$ cat src/rtl/vco_freq_meter_pkg.sv
// ---------------------------------------------------------------------------
// vco_freq_meter_pkg
// Shared definitions for the VCO frequency meter:
//   - state_t       : measurement FSM encoding (IDLE=0, MEASURE=1, DONE=2)
//   - CLK_FREQ_HZ   : nominal system clock frequency
//   - count_to_hz() : converts a window count into a frequency in Hz
// ---------------------------------------------------------------------------
`timescale 1ns/1ps

package vco_freq_meter_pkg;

    typedef enum logic [1:0] {
        ST_IDLE    = 2'd0,
        ST_MEASURE = 2'd1,
        ST_DONE    = 2'd2
    } state_t;

    localparam longint unsigned CLK_FREQ_HZ = 64'd100_000_000;

    // Measured frequency = count * f_clk / gate length.
    function automatic longint unsigned count_to_hz(
        input longint unsigned cnt,
        input longint unsigned gate_cycles
    );
        return (cnt * CLK_FREQ_HZ) / gate_cycles;
    endfunction

endpackage

$ cat src/rtl/vco_freq_meter_if.sv
// ---------------------------------------------------------------------------
// vco_freq_meter_if
// Control/result bundle of the VCO frequency meter.
//   start    : single-shot measurement request   (master -> slave)
//   cont     : continuous measurement mode       (master -> slave)
//   count    : edge count of last window         (slave -> master)
//   valid    : one-cycle result strobe           (slave -> master)
//   overflow : edge counter saturated in window  (slave -> master)
//   busy     : measurement in progress           (slave -> master)
// ---------------------------------------------------------------------------
`timescale 1ns/1ps

interface vco_freq_meter_if #(
    parameter int COUNT_WIDTH = 16
);
    logic                   start;
    logic                   cont;
    logic [COUNT_WIDTH-1:0] count;
    logic                   valid;
    logic                   overflow;
    logic                   busy;

    modport master (
        output start,
        output cont,
        input  count,
        input  valid,
        input  overflow,
        input  busy
    );

    modport slave (
        input  start,
        input  cont,
        output count,
        output valid,
        output overflow,
        output busy
    );
endinterface

$ cat src/rtl/vco_freq_meter_sync_edge_detect.sv
// ---------------------------------------------------------------------------
// sync_edge_detect
// Brings an asynchronous input into the clk domain through a SYNC_STAGES
// flop chain and flags its rising edges.
//   clk  : system clock
//   rst  : synchronous active-high reset (clears all flops)
//   din  : asynchronous input
//   rise : one-cycle pulse per synchronized rising edge of din
// ---------------------------------------------------------------------------
`timescale 1ns/1ps

module sync_edge_detect #(
    parameter int SYNC_STAGES = 2
) (
    input  logic clk,
    input  logic rst,
    input  logic din,
    output logic rise
);

    logic [SYNC_STAGES-1:0] sync_r;
    logic                   sync_d_r;

    // Synchronizer chain plus one delay flop for edge detection.
    always_ff @(posedge clk) begin
        if (rst) begin
            sync_r   <= '0;
            sync_d_r <= 1'b0;
        end else begin
            sync_r   <= {sync_r[SYNC_STAGES-2:0], din};
            sync_d_r <= sync_r[SYNC_STAGES-1];
        end
    end

    assign rise = sync_r[SYNC_STAGES-1] & ~sync_d_r;

endmodule

$ cat src/rtl/vco_freq_meter.sv
// ---------------------------------------------------------------------------
// vco_freq_meter
// Counts rising edges of the asynchronous VCO clock over a gate window of
// GATE_CYCLES system clocks and reports the count with a one-cycle strobe.
//   clk : system clock (100 MHz nominal)
//   rst : synchronous active-high reset; aborts any window in progress
//   fin : VCO clock, asynchronous to clk (high/low phases >= 2 clk periods)
//   bus : vco_freq_meter_if.slave -- start/cont in, count/valid/overflow/busy out
// Timing: start sampled at edge N -> busy after N, valid after N+1+GATE_CYCLES.
// ---------------------------------------------------------------------------
`timescale 1ns/1ps

module vco_freq_meter
    import vco_freq_meter_pkg::*;
#(
    parameter int GATE_CYCLES = 1000,
    parameter int COUNT_WIDTH = 16,
    parameter int SYNC_STAGES = 2
) (
    input  logic               clk,
    input  logic               rst,
    input  logic               fin,
    vco_freq_meter_if.slave    bus
);

    localparam int GATE_W = $clog2(GATE_CYCLES);
    localparam logic [GATE_W-1:0] GATE_LAST = GATE_W'(GATE_CYCLES - 1);
    localparam logic [COUNT_WIDTH-1:0] EDGE_MAX = '1;

    state_t                 state_r;
    state_t                 state_s;
    logic                   clear_s;
    logic                   rise_s;
    logic [GATE_W-1:0]      gate_r;
    logic [COUNT_WIDTH-1:0] edge_cnt_r;
    logic                   sat_r;
    logic [COUNT_WIDTH-1:0] count_r;
    logic                   valid_r;
    logic                   overflow_r;
    logic                   busy_r;

    sync_edge_detect #(
        .SYNC_STAGES (SYNC_STAGES)
    ) u_sync_edge_detect (
        .clk  (clk),
        .rst  (rst),
        .din  (fin),
        .rise (rise_s)
    );

    // FSM state register.
    always_ff @(posedge clk) begin
        if (rst) begin
            state_r <= ST_IDLE;
        end else begin
            state_r <= state_s;
        end
    end

    // Next-state logic; clear_s opens a fresh window (both counters and sat flag).
    always_comb begin
        state_s = state_r;
        clear_s = 1'b0;
        case (state_r)
            ST_IDLE: begin
                if (bus.start) begin
                    state_s = ST_MEASURE;
                    clear_s = 1'b1;
                end else begin
                    state_s = ST_IDLE;
                end
            end
            ST_MEASURE: begin
                if (gate_r == GATE_LAST) begin
                    state_s = ST_DONE;
                end else begin
                    state_s = ST_MEASURE;
                end
            end
            ST_DONE: begin
                if (bus.cont) begin
                    state_s = ST_MEASURE;
                    clear_s = 1'b1;
                end else begin
                    state_s = ST_IDLE;
                end
            end
            default: begin
                state_s = ST_IDLE;
            end
        endcase
    end

    // Gate and edge counters; edges seen while not measuring (IDLE/DONE) are dropped.
    always_ff @(posedge clk) begin
        if (rst) begin
            gate_r     <= '0;
            edge_cnt_r <= '0;
            sat_r      <= 1'b0;
        end else if (clear_s) begin
            gate_r     <= '0;
            edge_cnt_r <= '0;
            sat_r      <= 1'b0;
        end else if (state_r == ST_MEASURE) begin
            gate_r <= gate_r + GATE_W'(1);
            if (rise_s) begin
                // Counter holds at all-ones; further edges only mark saturation.
                if (edge_cnt_r == EDGE_MAX) begin
                    sat_r <= 1'b1;
                end else begin
                    edge_cnt_r <= edge_cnt_r + COUNT_WIDTH'(1);
                end
            end
        end else begin
            gate_r     <= gate_r;
            edge_cnt_r <= edge_cnt_r;
            sat_r      <= sat_r;
        end
    end

    // Registered result outputs: latched in DONE, held until the next DONE.
    always_ff @(posedge clk) begin
        if (rst) begin
            count_r    <= '0;
            overflow_r <= 1'b0;
            valid_r    <= 1'b0;
            busy_r     <= 1'b0;
        end else begin
            valid_r <= (state_r == ST_DONE);
            busy_r  <= (state_s != ST_IDLE);
            if (state_r == ST_DONE) begin
                count_r    <= edge_cnt_r;
                overflow_r <= sat_r;
            end else begin
                count_r    <= count_r;
                overflow_r <= overflow_r;
            end
        end
    end

    assign bus.count    = count_r;
    assign bus.valid    = valid_r;
    assign bus.overflow = overflow_r;
    assign bus.busy     = busy_r;

endmodule

$ cat src/flat_wrapper.sv
// flat-port wrapper written by rule: the top's interface ports become plain ports
module vco_freq_meter_flat import vco_freq_meter_pkg::*;
#(
    parameter int GATE_CYCLES = 1000,
    parameter int COUNT_WIDTH = 16,
    parameter int SYNC_STAGES = 2
)
  (clk, rst, fin, bus_start, bus_cont, bus_count, bus_valid, bus_overflow, bus_busy);
  vco_freq_meter_if #(.COUNT_WIDTH(COUNT_WIDTH)) bus_i ();
  input  logic clk;
  input  logic rst;
  input  logic fin;
  input wire logic [$bits(bus_i.start)-1:0] bus_start;
  input wire logic [$bits(bus_i.cont)-1:0] bus_cont;
  output wire logic [$bits(bus_i.count)-1:0] bus_count;
  output wire logic [$bits(bus_i.valid)-1:0] bus_valid;
  output wire logic [$bits(bus_i.overflow)-1:0] bus_overflow;
  output wire logic [$bits(bus_i.busy)-1:0] bus_busy;
  assign bus_i.start = bus_start;
  assign bus_i.cont = bus_cont;
  assign bus_count = bus_i.count;
  assign bus_valid = bus_i.valid;
  assign bus_overflow = bus_i.overflow;
  assign bus_busy = bus_i.busy;
  vco_freq_meter #(.GATE_CYCLES(GATE_CYCLES), .COUNT_WIDTH(COUNT_WIDTH), .SYNC_STAGES(SYNC_STAGES)) u_core (.clk(clk), .rst(rst), .fin(fin), .bus(bus_i));
endmodule
$ cat config.mk
export PLATFORM = sky130hd
export DESIGN_NAME = vco_freq_meter_flat
export DESIGN_NICKNAME = d
export VERILOG_FILES = /design/src/rtl/vco_freq_meter_pkg.sv /design/src/rtl/vco_freq_meter_if.sv /design/src/rtl/vco_freq_meter_sync_edge_detect.sv /design/src/rtl/vco_freq_meter.sv /design/src/flat_wrapper.sv
export SDC_FILE = /design/constraint.sdc
export NUM_CORES = 1
export LEC_CHECK = 0
export BUFFER_PORTS_ARGS = -buffer_cell sky130_fd_sc_hd__buf_2
export CAP_MARGIN = 0
export CORE_UTILIZATION = 40
export CTS_BUF_LIST = sky130_fd_sc_hd__clkbuf_16
export CTS_CLUSTER_DIAMETER = 40
export CTS_CLUSTER_SIZE = 16
export DETAILED_ROUTE_END_ITERATION = 10
export HOLD_SLACK_MARGIN = 0.02
export RECOVER_POWER = 25
export SLEW_MARGIN = 20
export SYNTH_ARGS = -nofsm -noshare
export SYNTH_HDL_FRONTEND = slang
export SYNTH_SLANG_ARGS = --single-unit
$ cat constraint.sdc
create_clock -name clk -period 3.8 [get_ports clk]
set_input_delay 1.14 -clock clk [delete_from_list [all_inputs] [get_ports clk]]
set_output_delay 1.14 -clock clk [all_outputs]
set_load 0.02 [all_outputs]
==> results of run 1 <==
## report_power, final
group	internal (mW)	leakage, nW	switching (mW)	total [mW]
Sequential	0.538	0.412	0.00404	0.542
Combinational	0.00922	0.343	0.0188	0.0281
Clock	0.307	0.0812	0.187	0.494
Total	0.855	0.836	0.209	1.06
## worst min path at each step
| stage | endpoint | startpoint | depth (start not counted) | slack, ns |
|---|---|---|---|---|
| 2_1_floorplan | u_core.u_sync_edge_detect.sync_r[1] | u_core.u_sync_edge_detect.sync_r[0] | 1 | 0.41 |
| 3_3_place_gp | u_core.u_sync_edge_detect.sync_r[1] | u_core.u_sync_edge_detect.sync_r[0] | 1 | 0.43 |
| 3_5_place_dp | u_core.bus.count[14] | u_core.bus.count[14] | 2 | 0.44 |
| 4_1_cts | u_core.u_sync_edge_detect.sync_r[1] | u_core.u_sync_edge_detect.sync_r[0] | 1 | 0.45 |
| 5_1_grt | u_core.u_sync_edge_detect.sync_r[1] | u_core.u_sync_edge_detect.sync_r[0] | 1 | 0.47 |
| 6_report | u_core.u_sync_edge_detect.sync_r[1] | u_core.u_sync_edge_detect.sync_r[0] | 1 | 0.45 |
## sequential cells by signal, indices dropped and copies added, names as in the netlist
register,cells
u_core.bus.busy,1
u_core.bus.count,16
u_core.edge_cnt_r,16
u_core.u_sync_edge_detect.sync_r,2
u_core.gate_r,10
u_core.state_r,2
u_core.bus.valid,1
u_core.u_sync_edge_detect.sync_d_r,1
u_core.sat_r,1
u_core.bus.overflow,1
## cell families (layout without fill, tap and decap cells)
| kind of cell | count (synthesis) | count (layout) | synth area share |
|---|---|---|---|
| AO/OA/AOI/OAI | 52 | 52 | 0.143 |
| XOR/XNOR | 9 | 9 | 0.0362 |
| adder cells (fa/ha/maj) | 2 | 2 | 0.0115 |
| buffers and inverters | 19 | 37 | 0.0426 |
| flip-flops | 51 | 51 | 0.469 |
| multiplexers | 2 | 2 | 0.00978 |
| AND/OR/NAND/NOR | 122 | 122 | 0.288 |
## stage by stage
stage	cells	util	setup slack (ns)	area, um2
after floorplan	257	-	1.52	2180
after global placement	337	0.447	1.30	2310
after detailed placement	337	0.447	1.29	2310
after CTS	345	0.479	1.42	2480
after global routing	345	0.479	1.11	2480
final	345	0.479	1.35	2480
## worst max-delay path, stage by stage
cell and delay (ns):
clkbuf_1 0.76, or2_2 0.58, nor3_1 0.11
## final cells by class
type	count	area (um2)
clock buffer	5	125
multi-input combinational	187	1060
tap	70	87.6
inverter	5	18.8
clock inverter	3	38.8
sequential	51	1020
fill	522	2700
timing repair buffer	24	121
## cell usage in the layout, fill, tap and decap left out, types with 2 or more instances in the layout
master / n
dfxtp_1: 51
nand2_1: 46
a21oi_1: 31
buf_2: 22
nor2_1: 21
nor3_1: 8
nand3_1: 8
xnor2_1: 8
or4_1: 6
inv_1: 5
nand4_1: 5
o31ai_1: 5
o21ai_0: 5
clkbuf_16: 5
nor2b_1: 4
and2_1: 3
and3_1: 3
and4_1: 3
nor4_1: 3
or3_1: 3
a41oi_1: 2
or2_2: 2
o311ai_0: 2
o41ai_1: 2
ha_1: 2
## metal layers
layer	routed length [um]	vias up	track usage
met4	53	0	0.0494
met1	2100	828	0.196
met5	0	-	0
met3	130	6	0.0397
li1	-	940	-
met2	1890	28	0.265
==> metrics, run 1 <==
status finished clean; die height about 76 um; power per cell area between 400 and 500 nW/um2; area fraction of the dominant cell type after synthesis 0.469; Setup TNS 0 ns; global-route wire length before repair around 6.8 mm; Hold WC Path Type reg -> reg; RR Startpoint u_core.edge_cnt_r[0]; Yosys warning total 0; PortBufs 23; Reg2Reg Setup Slack 1.39 ns; Clock Skews 0.00370 ns; slew margin rel. 0.295; Pins Over Slew Limit 0; CTS root buf clkbuf_16; max-cap violation count 0; WL final roughly 4.2 mm; CP Class in -> reg; Worst-path clk slew roughly 0.060 ns; CP Launch Type input pin; Die Area between 5000 and 6000 um2; DR pass1 iterations 4; ANT nets after route 0; vias per cell 5.22; antenna violations before repair 0; final hold violations 0; most frequent cell after synthesis dfxtp_1; Post-Syn Instances ~260; sequential element share of the synthesized area 0.469; Max Freq approximately 410 MHz; Worst setup EP type flip-flop; Avg Cell Area, Syn approximately 8.5 um2; Leak between 0.8 and 0.9 nW; Setup Viol. Count Final 0; Post-synth EDFFs 0; WL per Instance 12.1 um; hpwl dp about 2.9 mm; total CTS buffers 5; worst setup path end u_core.edge_cnt_r[8]; pin count of the biggest net entering global routing 27; 1st-iter DRT viols roughly 110; vias in the first global route roughly 1500; CP Max Fanout 26; Tmin final approximately 2.4 ns; final period utilization 0.644; measured slew at the worst slew-check pin roughly 1.1 ns; Arrival @ worst endpoint around 2.6 ns; later-pin clock latency in the skew report ~0.28 ns; H-tree depth 2; CTS max path bufs 2; RSZ-0062 raised after global routing no; core area between 5000 and 6000 um2; total gr overflow 0; ratio of cells with drive above 1 in the final layout 0.135; # DRC 0; GPL Wtd Cong around 0.8; layout net count roughly 280; r2r worst-path depth 6; initial core utilization 0.421; Crit path required time about 4.0 ns; Async SR Flop Fraction 0; Synth area leader dfxtp_1; RR Endpoint u_core.edge_cnt_r[9]; Final Total Pwr 1.06 mW; total track usage 0.157; #FFs+latches synth between 50 and 60; Synth top cells by count dfxtp_1 (51), nand2_1 (46), a21oi_1 (31); Rows 26; Synth-to-Final Area Change 13.9%; Die W 75.8 um; Clock Sinks just over 50; Primary FF master, synth dfxtp_1; Setup crit start rst; postcts setup bufs 0; Mapped Area approximately 2200 um2; worst hold margin 0.449 ns; PostCTS Resize Cnt 0; n_diodes 0; Via Count between 1500 and 2000; CTS tree done; Ports 24; syn nets between 200 and 300; top cells by area, synth dfxtp_1 (47%), nand2_1 (7.9%), a21oi_1 (7.1%); Synth cell types 41; Max IR drop VDD 230 uV; # hold bufs at CTS 0
(Power assumes the default switching activity.)
==> inputs of run 2 (changes only) <==
==> constraint.sdc (replaced) <==
create_clock -name clk -period 2.3 [get_ports clk]
set_input_delay 0.69 -clock clk [delete_from_list [all_inputs] [get_ports clk]]
set_output_delay 0.69 -clock clk [all_outputs]
set_load 0.02 [all_outputs]
==> run 2 against run 1 <==
Register-to-register slack worse by 1.1 ns. Clock skew grew 0.00095 ns. Clock power up 39%. Setup slack lost 1.0 ns. Critical path depth increased by 3. Global-route usage rose by 0.16 points. Flip-flop and latch count unchanged. Die area is the same. Total power is 53% higher. Hold slack worse by 0.010 ns. Core utilization fell by 0.48 points.
==> metrics, run 2 (synthesis gave the netlist of run 1 again) <==
status finished clean (unchanged); pre-CTS setup slack 0.228 ns (was 1.29 ns); hold depth 1 (unchanged); ANT nets after route 0 (unchanged); internal power 1.30 mW (was 0.855 mW); Clock Skews 0.00465 ns (was 0.00370 ns); WL per Instance 11.9 um (was 12.1 um); CTS root buf clkbuf_16 (unchanged); crit path cell chain ha_1 -> nand4_1 -> nor4_1 -> buf_4 -> or4_1 -> a21oi_1 (was clkbuf_1 -> or2_2 -> nor3_1); vias per cell 5.05 (was 5.22); postcts setup bufs 0 (unchanged); PortBufs 23 (unchanged); Hold WC Path Type reg -> reg (unchanged); ratio of cells with drive above 1 in the final layout 0.0899 (was 0.135); Die Area 5740 um2 (unchanged); Tmin final just under 2 ns; dpl cells 340 (was 337); fin worst setup slack 0.336 ns (was 1.35 ns); r2r worst-path depth 6 (unchanged); Routed met1 length 2.17 mm (was 2.10 mm); dpl cell area 2330 um2 (was 2310 um2); measured slew at the worst slew-check pin 0.797 ns (was 1.06 ns); CP Launch Type flip-flop (was input pin); WL final 4.15 mm (was 4.17 mm); total gr overflow 0 (unchanged); CTS tree done (unchanged); hpwl dp 2.91 mm (was 2.87 mm); kind of cell adding the most delay to the critical path simple AND/OR/NAND/NOR gates (was buffers and inverters); Clk pwr share 0.421 (was 0.464); Setup TNS 0 ns (unchanged); Leak 0.791 nW (was 0.836 nW); initial core utilization 0.421 (unchanged); CTS max path bufs 2 (unchanged); later-pin clock latency in the skew report 0.28 ns (about the same); Max IR drop VDD 312 uV (was 230 uV); H-tree depth 2 (unchanged); final hold violations 0 (unchanged); max-cap violation count 0 (unchanged); global-route wire length before repair 6.88 mm (was 6.76 mm); count of non-filler cells in the finished layout 348 (was 345); Hold Crit Start u_core.u_sync_edge_detect.sync_r[0] (unchanged); most common cell after layout, fill and taps aside dfxtp_1 (unchanged); power per cell area 664 nW/um2 (was 430 nW/um2); slew margin rel. 0.469 (was 0.295); Final Cell Area 2450 um2 (was 2480 um2); Comb power frac 0.028 (was 0.026); met3 wire length 93 um (was 130 um); CP Buf/Inv Count 1 (unchanged); metal2 WL 1.81 mm (was 1.89 mm); Crit path required time 2.45 ns (was 3.95 ns); Filler cells 542 (was 522); # hold bufs at CTS 0 (unchanged); CP Class reg -> reg (was in -> reg); layout net count 284 (was 281); CP peak stage delay 0.46 ns (was 0.76 ns); Setup Viol. Count Final 0 (unchanged); RR Startpoint u_core.edge_cnt_r[0] (unchanged); Switching Fraction 0.203 (was 0.197); n_diodes 0 (unchanged); total CTS buffers 5 (unchanged); pin count of the biggest net entering global routing 26 (was 27); vias in the first global route 1532 (was 1508); Max Freq 509 MHz; slowest cell on the critical path dfxtp_1 (was clkbuf_1); total track usage 0.159 (was 0.157); 1st-iter DRT viols 56 (was 109); final period utilization 0.854; Clock Sinks 51 (unchanged); DR pass1 iterations 4 (unchanged); Flop pwr share 0.550 (was 0.510); RR Endpoint u_core.edge_cnt_r[9] (unchanged); Worst setup EP type flip-flop (unchanged); RSZ-0062 raised after global routing no (unchanged); die height 75.8 um (unchanged); hold path endpoint u_core.u_sync_edge_detect.sync_r[1] (unchanged); Worst-path clk slew 0.06 ns (about the same); Ports 24 (unchanged); Via Count 1758 (was 1802); Rows 26 (unchanged); Synth-to-Final Area Change 12.7% (was 13.9%); Arrival @ worst endpoint 2.11 ns (was 2.60 ns); PostCTS Resize Cnt 0 (unchanged); antenna violations before repair 0 (unchanged); Pins Over Slew Limit 0 (unchanged); Reg2Reg Setup Slack 0.34 ns (was 1.39 ns); sw power 0.331 mW (was 0.209 mW); CP Max Fanout 8 (was 26); core area 5170 um2 (unchanged); most frequent cells in the layout dfxtp_1 (51), nand2_1 (46), a21oi_1 (31), nor2_1 (21), clkbuf_1 (14) (was dfxtp_1 (51), nand2_1 (46), a21oi_1 (31), buf_2 (22), nor2_1 (21)); GPL Wtd Cong 0.785 (was 0.792); Top Metal Used met4 (unchanged); # DRC 0 (unchanged); Die W 75.8 um (unchanged)
-- run 2: cell count changes in the layout (fill, tap and decap cells not counted) --
cell	before	now
nor2b_2	1	0
bufinv_16	1	0
buf_2	22	10
clkbuf_1	1	14
clkinv_1	1	0
inv_1	5	7
nor2b_1	4	5
buf_4	1	3
-- run 2: worst max-delay path by stage --
stage,start,endpoint,slack [ns],cells past startpoint
3_5_place_dp,bus_cont,u_core.edge_cnt_r[14],0.23,5
5_1_grt,u_core.edge_cnt_r[0],u_core.edge_cnt_r[11],0.19,6
4_1_cts,u_core.edge_cnt_r[0],u_core.edge_cnt_r[9],0.37,6
2_1_floorplan,bus_cont,u_core.edge_cnt_r[11],0.47,6
3_3_place_gp,bus_cont,u_core.edge_cnt_r[14],0.25,5
6_report,u_core.edge_cnt_r[0],u_core.edge_cnt_r[9],0.34,6
-- run 2: per-stage QoR --
stage | util | total power [mW] | hold slack, ns
2_1_floorplan | - | 0.952 | 0.414
3_3_place_gp | 0.451 | 0.964 | 0.425
3_5_place_dp | 0.451 | 0.965 | 0.436
4_1_cts | 0.478 | 1.66 | 0.445
5_1_grt | 0.474 | 1.70 | 0.471
6_report | 0.474 | 1.63 | 0.438
-- run 2: layer usage --
layer | up-vias | global-route usage
li1 | 948 | -
met1 | 784 | 0.200
met2 | 20 | 0.257
met3 | 6 | 0.0370
met4 | 0 | 0.0741
met5 | - | 0
-- run 2: power by group through the flow --
stage | Combinational (mW) | Sequential (mW) | Clock (mW)
after floorplan | 0.0358 | 0.916 | 0
after global placement | 0.0477 | 0.916 | 0
after detailed placement | 0.0492 | 0.916 | 0
after CTS | 0.0493 | 0.896 | 0.714
after global routing | 0.0527 | 0.897 | 0.749
final | 0.0463 | 0.896 | 0.687
-- run 2: layout make-up --
type                    count  area [um2]  area share
repair buffers             27         125      0.0510
flip-flops and latches     51        1020       0.416
clock buffers               5         125      0.0510
multi-input cells         187        1060       0.433
inverters                   5        18.8     0.00765
well taps                  70        87.6      0.0357
clock inverters             3        12.5     0.00510
-- run 2: worst register-to-register path: stages (launching register included) --
cell,delay (ns)
dfxtp_1,0.46
ha_1,0.29
nand4_1,0.23
nor4_1,0.46
buf_4,0.22
or4_1,0.12
a21oi_1,0.06
==> inputs of run 3 (changes only) <==
--- a/config.mk
+++ b/config.mk
@@ -13,7 +13,7 @@
 export CTS_CLUSTER_SIZE = 16
 export DETAILED_ROUTE_END_ITERATION = 10
 export HOLD_SLACK_MARGIN = 0.02
-export RECOVER_POWER = 25
+export RECOVER_POWER = 100
 export SLEW_MARGIN = 20
 export SYNTH_ARGS = -nofsm -noshare
 export SYNTH_HDL_FRONTEND = slang
==> run 3 against run 2 <==
Clock power about the same. Via count up 0.23%. Non-clock buffer count unchanged. Routed wire length up 0.17%. Setup slack worse by 0.022 ns. Hold slack about the same. Critical path depth down 2. Maximum frequency down 1.1%. Sequential share of layout area up 0.15 points. Clock skew unchanged. Largest cell class unchanged.
==> metrics, run 3 (synthesis gave the netlist of run 1 again) <==
WL final 4.16 mm (was 4.15 mm); slowest cell on the critical path or2_1 (was dfxtp_1); 1st-iter DRT viols 53 (was 56); Max Freq 503 MHz (was 509 MHz); DR pass1 iterations 4 (unchanged); later-pin clock latency in the skew report 0.28 ns (about the same); pin count of the biggest net entering global routing 26 (unchanged); final hold violations 0 (unchanged); pre-CTS setup slack 0.228 ns (unchanged); Clock Skews 0.00465 ns (unchanged); Setup Viol. Count Final 0 (unchanged); Via Count 1762 (was 1758); Ports 24 (unchanged); CTS max path bufs 2 (unchanged); Die Area 5740 um2 (unchanged); CP Class reg -> reg (unchanged); CTS tree done (unchanged); most common cell after layout, fill and taps aside dfxtp_1 (unchanged); WL per Instance 11.9 um (about the same); vias in the first global route 1532 (unchanged); worst hold margin 0.439 ns (was 0.438 ns); CP Max Fanout 25 (was 8); hpwl dp 2.91 mm (unchanged); CTS root buf clkbuf_16 (unchanged); most frequent cells in the layout dfxtp_1 (51), nand2_1 (46), a21oi_1 (31), nor2_1 (21), clkbuf_1 (21) (was dfxtp_1 (51), nand2_1 (46), a21oi_1 (31), nor2_1 (21), clkbuf_1 (14)); # DRC 0 (unchanged); kind of cell adding the most delay to the critical path simple AND/OR/NAND/NOR gates (unchanged); GPL Wtd Cong 0.785 (unchanged); Worst setup EP type flip-flop (unchanged); total gr overflow 0 (unchanged); total CTS buffers 5 (unchanged); Clock Sinks 51 (unchanged); Setup TNS 0 ns (unchanged); n_diodes 0 (unchanged); Arrival @ worst endpoint 2.17 ns (was 2.11 ns); PortBufs 23 (unchanged); Leak 0.759 nW (was 0.791 nW); total track usage 0.159 (unchanged); postcts setup bufs 0 (unchanged); ANT nets after route 0 (unchanged); H-tree depth 2 (unchanged); Max IR drop VDD 312 uV (about the same); final period utilization 0.864 (was 0.854); PostCTS Resize Cnt 0 (unchanged); antenna violations before repair 0 (unchanged); Final Total Pwr 1.63 mW (about the same); Worst-path clk slew 0.06 ns (about the same); Pins Over Slew Limit 0 (unchanged); Hold WC Path Type reg -> reg (unchanged); ratio of cells with drive above 1 in the final layout 0.0612 (was 0.0899); vias per cell 5.06 (was 5.05); CP peak stage delay 0.53 ns (was 0.46 ns); crit path cell chain mux2_2 -> and2_0 -> or2_1 -> a311oi_1 (was ha_1 -> nand4_1 -> nor4_1 -> buf_4 -> or4_1 -> a21oi_1); initial core utilization 0.421 (unchanged); Rows 26 (unchanged); RSZ-0062 raised after global routing no (unchanged); Tmin final 1.99 ns (was 1.96 ns); layout net count 284 (unchanged); die height 75.8 um (unchanged); status finished clean (unchanged); core area 5170 um2 (unchanged); measured slew at the worst slew-check pin 0.882 ns (was 0.797 ns); Synth-to-Final Area Change 12.3% (was 12.7%); Die W 75.8 um (unchanged); # hold bufs at CTS 0 (unchanged); slew margin rel. 0.412 (was 0.469); fin worst setup slack 0.314 ns (was 0.336 ns); power per cell area 667 nW/um2 (was 664 nW/um2); CP Buf/Inv Count 0 (was 1); max-cap violation count 0 (unchanged); Crit path required time 2.48 ns (was 2.45 ns); global-route wire length before repair 6.88 mm (unchanged); CP Launch Type flip-flop (unchanged)
==> run 3: cell count changes in the layout (fill, tap and decap cells not counted), sizes merged <==
cell    change
buf         -7
clkbuf      +7
==> run 3: worst register-to-register path, stage by stage, from the launching register on <==
cell and delay (ns):
dfxtp_1 0.48, mux2_2 0.38, and2_0 0.17, or2_1 0.53, a311oi_1 0.33
==> run 3: final cells by class <==
class | count | area, um2
Sequential cell | 51 | 1020
Inverter | 5 | 18.8
Fill cell | 543 | 2730
Multi-Input combinational cell | 187 | 1060
Tap cell | 70 | 87.6
Clock inverter | 3 | 12.5
Clock buffer | 5 | 125
Timing Repair Buffer | 27 | 116
==> run 3: per-layer routing <==
layer | GRT usage | part of all wire
met5 | 0 | 0
met4 | 0.0741 | 0.020
met3 | 0.0370 | 0.024
met2 | 0.257 | 0.44
met1 | 0.200 | 0.52
==> run 3: final timing paths <==
path                                                           from                                  end  slack [ns]  depth (start not counted)
worst max-delay path                              u_core.state_r[1]                u_core.edge_cnt_r[14]        0.31                          4
worst min-delay path            u_core.u_sync_edge_detect.sync_r[0]  u_core.u_sync_edge_detect.sync_r[1]        0.44                          1
worst max register to register                    u_core.state_r[1]                u_core.edge_cnt_r[14]        0.31                          4
worst min register to register  u_core.u_sync_edge_detect.sync_r[0]  u_core.u_sync_edge_detect.sync_r[1]        0.44                          1
==> run 3: report_power, final <==
| part | internal (mW) | leakage [nW] | switching [mW] |
|---|---|---|---|
| clock network | 0.393 | 0.0762 | 0.294 |
| registers | 0.890 | 0.412 | 0.00664 |
| logic | 0.0149 | 0.271 | 0.0310 |
| total | 1.30 | 0.759 | 0.331 |
==> run 3: metrics by stage <==
step	utilization	std cells	instance area, um2
finish	0.472	348	2440
global route	0.472	348	2440
CTS	0.478	348	2470
detailed placement	0.451	340	2330
global placement	0.451	340	2330
floorplan	-	257	2180
